[config.mk]
export PLATFORM = sky130hd
export DESIGN_NAME = serial_frame_loader
export DESIGN_NICKNAME = d
export VERILOG_FILES = /design/src/rtl/serial_frame_loader.sv
export SDC_FILE = /design/constraint.sdc
export NUM_CORES = 1
export LEC_CHECK = 0
export CAP_MARGIN = 20
export CORE_MARGIN = 2
export CORE_UTILIZATION = 52
export DETAILED_ROUTE_END_ITERATION = 8
export PLACE_DENSITY = 0.83
export SYNTH_ARGS = -nofsm -noshare
export SYNTH_HDL_FRONTEND = slang
export SYNTH_SLANG_ARGS = --single-unit
[constraint.sdc]
create_clock -name CLK -period 2.3 [get_ports CLK]
set_clock_uncertainty 0.1 [all_clocks]
set_input_delay 0.46 -clock CLK [delete_from_list [all_inputs] [get_ports CLK]]
set_output_delay 0.46 -clock CLK [all_outputs]
set_load 0.005 [all_outputs]
[src/rtl/serial_frame_loader.sv]
// Serial-to-parallel frame loader: MSB-first data bits plus one parity bit.
// A good frame updates Dout and pulses load_en; a bad one pulses parity_err.
module serial_frame_loader #(
    parameter int WIDTH      = 8,
    parameter bit PARITY_ODD = 1'b1
) (
    input  logic             CLK,
    input  logic             RST,
    input  logic             start,
    input  logic             sin,
    output logic [WIDTH-1:0] Dout,
    output logic             load_en,
    output logic             busy,
    output logic             parity_err
);

    localparam int CW = $clog2(WIDTH + 1);

    typedef enum logic [1:0] {
        IDLE   = 2'd0,
        SHIFT  = 2'd1,
        PARITY = 2'd2,
        RESULT = 2'd3
    } state_t;

    state_t           state;
    state_t           state_nxt;
    logic [CW-1:0]    cnt;
    logic [WIDTH-1:0] shreg;
    logic             good;
    logic             frame_good;

    // Parity over the assembled data bits and the bit on sin this cycle.
    assign frame_good = (((^shreg) ^ sin) == PARITY_ODD);

    always_ff @(posedge CLK or posedge RST) begin
        if (RST) begin
            state <= IDLE;
        end else begin
            state <= state_nxt;
        end
    end

    always_comb begin
        state_nxt = state;
        case (state)
            IDLE:    if (start) state_nxt = SHIFT;
            SHIFT:   if (cnt == CW'(WIDTH - 1)) state_nxt = PARITY;
            PARITY:  state_nxt = RESULT;
            RESULT:  state_nxt = IDLE;
            default: state_nxt = IDLE;
        endcase
    end

    always_ff @(posedge CLK or posedge RST) begin
        if (RST) begin
            cnt   <= '0;
            shreg <= '0;
            good  <= 1'b0;
            Dout  <= '0;
        end else begin
            case (state)
                IDLE: begin
                    if (start) cnt <= '0;
                end
                SHIFT: begin
                    shreg <= {shreg[WIDTH-2:0], sin};
                    cnt   <= cnt + 1'b1;
                end
                PARITY: begin
                    good <= frame_good;
                    if (frame_good) Dout <= shreg;
                end
                default: ;
            endcase
        end
    end

    // Pulses are decoded from the registered state and verdict, so they
    // vanish together with the state on an asynchronous reset.
    assign busy       = (state != IDLE);
    assign load_en    = (state == RESULT) && good;
    assign parity_err = (state == RESULT) && !good;

endmodule

== Yosys cells after proc, flatten, opt, wreduce, memory -nomap -nowiden ==
Index checks and enable logic that the tools add are counted.
Operators by class
  $add $sub $neg: 1
  eq/ne operators: 6
  muxes and demuxes: 5
  bitwise logic cells: 1
  reductions and logical operators: 10
Operators with widths (number)
  2-bit case mux with 4 select lines: 1
  4-bit case mux with 2 select lines: 1
  8-bit parity: 1
  2-bit AND reduction: 3
  4-bit by 1-bit adder with 4-bit output (second input constant): 1
  2-bit equality test (second input constant): 2
  4-bit by 3-bit equality test with 1-bit output (second input constant): 1
  2-bit 2-to-1 mux: 2
  4-bit 2-to-1 mux: 1
  2-bit inequality test (second input constant): 2
  2-bit nonzero test: 2
  2-bit by 1-bit equality test with 1-bit output (second input constant): 1
  1-bit logical AND: 2
  2-bit zero test: 1
  1-bit zero test: 1
  1-bit bitwise XOR: 1
Word-level totals
  register bits after elaboration: 23
  input bits: 4
  output and inout bits: 11
  word-level logic and storage cells: 28

== Logic depth before layout (Yosys ltp) ==
Gate-level depths: netlist (run 1).
  depth in word-level cells: 3
  mapped depth: 7
  gate-level depth less buffers: 6

== Least setup slack after synthesis (run 1) ==
OpenSTA, ideal clock, no wires.
  path type: register to register
  start point: reg shreg[5]
  end point: reg Dout[0]
  arrival: 1.683 ns
  slack: 0.393 ns
  cell stages (with the launch flop): 5
  clock period less this slack: 1.907 ns
  cells stage by stage: dfrtp_1 > xor2_1 > xnor3_1 > mux2i_4 > mux2_2
Between the ends
  word-level cells in the longest chain between the ends: 3
RTL lines
  from (decl): RTL line 29  | logic [WIDTH-1:0] shreg;
  from (signal assigned): RTL line 67  | shreg <= {shreg[WIDTH-2:0], sin};
  8-bit parity: RTL line 34  | assign frame_good = (((^shreg) ^ sin) == PARITY_ODD);
  1-bit bitwise XOR: RTL line 34
  2-bit AND reduction (no line)
  to (signal assigned): RTL line 72  | if (frame_good) Dout <= shreg;
  to (decl): RTL line 11  | output logic [WIDTH-1:0] Dout,
No other way between the ends.
A chain may end at the register's enable or synchronous reset.

== Final worst setup path (run 1) ==
  start point: reg state[0]
  end point: out busy
Between the ends
  word-level cells in the longest chain between the ends: 1
RTL lines
  from (decl): RTL line 26  | state_t state;
  from (signal assigned): RTL line 40  | state <= state_nxt;
  2-bit nonzero test: RTL line 81  | assign busy = (state != IDLE);
  to (decl): RTL line 13  | output logic busy,
No other way between the ends.

==> results of run 1 <==
==> logic make-up after synthesis <==
family,after synthesis,share of synthesized area [%]
multiplexers,18,19.56
AO/OA/AOI/OAI,12,7.366
XOR/XNOR,5,6.559
AND/OR/NAND/NOR,11,5.065
buffers and inverters,8,2.762
flip-flops,23,52.93
adder cells (fa/ha/maj),5,5.754
==> where the power goes <==
group	internal (uW)	switching, uW	total, uW
Clock	67.8	115	183
Combinational	712	435	1150
Sequential	605	155	761
Total	1390	705	2090
==> worst max-delay path: stages, from the launching register on <==
cell and delay (ps):
dfrtp_1 420, inv_1 80, ha_1 230, inv_1 80, clkdlybuf4s50_1 490
==> metrics by stage <==
stage	hold WS (ps)	instance area [um^2]	util (%)	TNS, ps	power (uW)
2_1_floorplan	361.9	1087	-	0	1565
3_3_place_gp	392.5	1269	64.67	-981.8	1864
3_5_place_dp	396.3	1269	64.67	-1401	1930
4_1_cts	382.6	1295	66.01	0	2112
5_1_grt	442.3	1295	66.01	0	2248
6_report	374.4	1295	66.01	0	2090
==> area by class of cell <==
cell class | instances | area, um^2
clock buffers | 4 | 26.28
fillers | 159 | 666.9
inverters | 6 | 22.52
multi-input cells | 51 | 481.7
flip-flops and latches | 23 | 575.6
well taps | 27 | 33.78
repair buffers | 16 | 155.1
==> placed cells by master, fill, tap and decap left out, drive strengths merged, types with 2 or more instances in the layout <==
cell type / netlist / final
a21oi: 2 / 2
a22o: 2 / 2
buf: 0 / 2
clkbuf: 2 / 4
clkdlybuf4s50: 0 / 14
dfrtp: 23 / 23
ha: 5 / 5
inv: 6 / 6
mux2: 16 / 16
mux2i: 2 / 2
nand2: 5 / 5
o21ai: 4 / 4
xnor2: 2 / 2
xnor3: 2 / 2
==> layer usage <==
| metal | share of wire (%) | global-route usage, % | wire, um |
|---|---|---|---|
| met1 | 48 | 21.98 | 846 |
| met2 | 48 | 26.22 | 840 |
| met4 | 1.7 | 9.722 | 30 |
| met5 | 0 | 0 | 0 |
| met3 | 2.1 | 3.636 | 36 |
==> flip-flops by register name, indices dropped and copies added, names as in the netlist <==
name and count:
Dout 8, state 2, cnt 4, shreg 8, good 1
==> worst max path at each step <==
| stage | start | to | slack (ps) |
|---|---|---|---|
| after floorplan | shreg[5] | Dout[0] | 390 |
| after global placement | sin | Dout[2] | -130 |
| after detailed placement | sin | Dout[7] | -180 |
| after CTS | state[0] | busy | 130 |
| after global routing | state[0] | busy | 40 |
| final | state[0] | busy | 130 |
==> results.ini, run 1 <==
[finish]
fin_cells = 127
drive_gt1_share_pct = 24.00
final_nets = 110
synthToLayoutAreaGrowth_pct = 19.10
insertedDiodeCount = 0

[cts]
worstSkewPairLatency_ps = 310
ctsHtreeMaxLevel = 1
clockBufferDepth = 2
cts_resized = 0
cts_sinks = 23
clk_pin_slew_worst_paths_ps = 120
post-cts-setup-buffers = 0
numCtsBuffers = 3
root_buffer = clkbuf_4
cts_hold_buf = 0
cts_tree = yes

[setup_path]
required_ps = 1740
cp-end-kind = primary output
r2r_end = Dout[2]
rrSetupSlack_ps = 210
worstPathArrival_ps = 1610
start_kind = flip-flop
reg2reg_from = shreg[5]
critPathKind = flip-flop to primary output
reg2reg_depth = 4
worstPathMaxFanout = 4

[die]
fp.dieW_um = 49.73
die_h_um = 49.73
io_pins = 15
row_count = 16
initial_core_util_pct = 55.42
core_area_mm2 = 0.001962
dieArea_mm2 = 0.002473

[sta]
tightest_slew_ps = 461.9
slew_violations = 0
final-setup-viol-count = 0
min_period_ps = 2166
hold_viol = 0
fmaxAchievable_ghz = 0.4617
grt_setup_unrepaired = false
fin_ws_ps = 134.1
period_share_pct = 94.17
slew_headroom_pct = 68.88

[placement]
portBuffers = 14
placed_cells = 123
place_congestion = 0.7233
pre_cts_ws_ps = -180.2
dp_hpwl_um = 1306

[synth]
yosysTopAreaCellShare_pct = 52.93
synth_area_leaders = dfrtp_1, mux2_2, ha_1, xnor3_1, inv_1
avgSynthCellArea_um2 = 13.26
yosys.area.top_type = dfrtp_1
synth-edff-count = 0
async_flop_share_pct = 100.0
synth_common_cells = dfrtp_1, mux2_2, inv_1
synthFlopType = dfrtp_1
ys_warn_count = 0
syn_inst = 82
ys_seq_elements = 23
syn-cell-area_mm2 = 0.001087
synth.distinct_cells = 24
synth.net_count = 91
yosysMostFrequentCell = dfrtp_1
ys_seq_area_share_pct = 52.93

[routing]
via_per_inst = 5.323
wirelength_um = 1754
antenna_left = 0
routedWlPerCell_um = 13.81
route.vias.total = 676
drc = 0
drt_iter0_drc = 9
drt_first_pass_iters = 4

[grt]
antenna_found_initial = 0
grt_max_degree = 24
grt_pass1_wl_um = 3091
overflow = 0
grt_pass1_vias = 672
grtUsageTotal_pct = 16.95

[worst_hold_path]
min_path_type = input port to asynchronous set/reset pin

[pwr]
vdd_ir_drop_max_mv = 0.8018
leakagePower_uw = 0.0005851
p_per_area_mw_per_mm2 = 1614

[run_status]
status = completed

[job]
drv_cap = 0

(Power assumes the default switching activity.)
==> inputs of run 2 (changes only) <==
--- a/config.mk
+++ b/config.mk
@@ -9,7 +9,7 @@
 export CORE_MARGIN = 2
 export CORE_UTILIZATION = 52
 export DETAILED_ROUTE_END_ITERATION = 8
-export PLACE_DENSITY = 0.83
+export PLACE_DENSITY = 0.8
 export SYNTH_ARGS = -nofsm -noshare
 export SYNTH_HDL_FRONTEND = slang
 export SYNTH_SLANG_ARGS = --single-unit
==> results.ini, run 2 (same netlist as run 1, synthesis figures left out) <==
[pwr]
leakagePower_uw = 0.0005878  ; +0.47%
p_per_area_mw_per_mm2 = 1600  ; -0.91%
power_uw = 2073  ; -0.81%
vdd_ir_drop_max_mv = 0.7719  ; -3.7%

[routing]
via_per_inst = 5.346  ; +0.44%
route.vias.total = 679  ; +0.44%
antenna_left = 0  ; unchanged
drt_iter0_drc = 1  ; -8
wirelength_um = 1747  ; -0.40%
drc = 0  ; unchanged
drt_first_pass_iters = 2  ; -2
routedWlPerCell_um = 13.76  ; -0.40%

[placement]
place_congestion = 0.7028  ; -2.8%
dp_hpwl_um = 1303  ; -0.30%
portBuffers = 14  ; unchanged
dpl_cell_area_mm2 = 0.001269  ; unchanged
placed_cells = 123  ; unchanged

[grt]
antenna_found_initial = 0  ; unchanged
use_met1_pct = 22.56  ; +0.59 points
grtUsageTotal_pct = 17.32  ; +0.37 points
overflow = 0  ; unchanged
grt_pass1_wl_um = 3180  ; +2.9%
gr-usage-met2_pct = 27.33  ; +1.1 points
grt_pass1_vias = 713  ; +6.1%
top_usage_layer = met2
use_met3_pct = 4.545  ; +0.91 points
grt_max_degree = 24  ; unchanged

[sta]
hold_viol = 0  ; unchanged
period_share_pct = 95.18  ; +1.0 points
tightest_slew_ps = 489.2  ; +27.27 ps
min_period_ps = 2189  ; +23.26 ps
slew_violations = 0  ; unchanged
fmaxAchievable_ghz = 0.4568  ; -1.1%
whs_ps = 371.3  ; -3.156 ps
grt_setup_unrepaired = false
slew_headroom_pct = 67.04  ; -1.8 points
final-setup-viol-count = 0  ; unchanged

[die]
dieArea_mm2 = 0.002473  ; unchanged
initial_core_util_pct = 55.42  ; unchanged
fp.dieW_um = 49.73  ; unchanged
die_h_um = 49.73  ; unchanged
core_area_mm2 = 0.001962  ; unchanged
row_count = 16  ; unchanged
io_pins = 15  ; unchanged

[job]
drv_cap = 0  ; unchanged

[finish]
drive_gt1_share_pct = 25.00  ; +1.0 points
final_nets = 110  ; unchanged
multi_input_area_um2 = 481.7  ; unchanged
fin_cells = 127  ; unchanged
nFillCells = 163  ; +2.5%
insertedDiodeCount = 0  ; unchanged
design_area_mm2 = 0.001296  ; about the same
top_regs = Dout (8), shreg (8), cnt (4)
synthToLayoutAreaGrowth_pct = 19.22  ; about the same
final_core_util_pct = 66.07  ; about the same
final-seq-area_um2 = 575.6  ; unchanged
final_cell_mix = dfrtp_1, mux2_2, clkdlybuf4s50_1
final_common_cell = dfrtp_1

[cts]
worstSkewPairLatency_ps = 310  ; about the same
cts_tree = yes
cts_resized = 0  ; unchanged
clk_pin_slew_worst_paths_ps = 130  ; about the same
ctsHtreeMaxLevel = 1  ; unchanged
clockBufferDepth = 2  ; unchanged
post-cts-setup-buffers = 0  ; unchanged
numCtsBuffers = 3  ; unchanged
cts_sinks = 23  ; unchanged
root_buffer = clkbuf_4
cts_hold_buf = 0  ; unchanged

[run_status]
status = completed

[setup_path]
critPathKind = flip-flop to primary output
cp-end-kind = primary output
crit_family = buffers and inverters
slowest_delay_ps = 500  ; about the same
required_ps = 1740  ; about the same
crit_buf_inv = 3  ; unchanged
cp_slowest_cell = clkdlybuf4s50_1
cp_common_cell = inv_1
worstPathArrival_ps = 1630  ; +20 ps
worstPathCellList = inv_1 > ha_1 > inv_1 > clkdlybuf4s50_1
worstPathMaxFanout = 4  ; unchanged
start_kind = flip-flop

[worst_hold_path]
min_path_type = input port to asynchronous set/reset pin

==> run 2: worst paths after layout <==
kind                           from  endpoint  slack, ps  depth (start not counted)
setup / recovery           state[0]      busy        110                          4
hold / removal                  RST    cnt[3]        370                          3
setup reg to reg           shreg[5]   Dout[1]        230                          4
hold reg to reg             Dout[6]   Dout[6]        420                          1
max in group asynchronous       RST  shreg[6]       1500                          3
min in group CLK            Dout[6]   Dout[6]        420                          1
==> run 2: per-layer routing <==
metal / share of wire, % / routed length [um]
met1: 47 / 827
met2: 48 / 836
met4: 1.5 / 27
met3: 3.2 / 56
met5: 0 / 0
==> run 2: area by class of cell <==
type                       count  share of cell area [%]
inverter                       6                   1.737
multi-input combinational     51                   37.16
tap                           27                   2.606
clock inverter                 1                  0.3861
sequential                    23                   44.40
clock buffer                   3                   1.737
timing repair buffer          16                   11.97
==> run 2: through the flow <==
| step | setup TNS [ps] | setup slack, ps |
|---|---|---|
| after floorplan | 0 | 392.8 |
| after global placement | -966.8 | -127.2 |
| after detailed placement | -1554 | -197.2 |
| after CTS | 0 | 93.74 |
| after global routing | 0 | 2.060 |
| final | 0 | 110.8 |
==> run 2: power breakdown <==
part	switching [uW]	leakage [uW]	internal, uW	total [uW]
Clock	118	0.0000177	64.9	182
Combinational	420	0.000288	711	1130
Sequential	155	0.000282	605	760
==> run 2: tightest hold or removal path, cell delays in order <==
cell and delay (ps):
clkdlybuf4s50_1 400, inv_1 50, buf_4 280
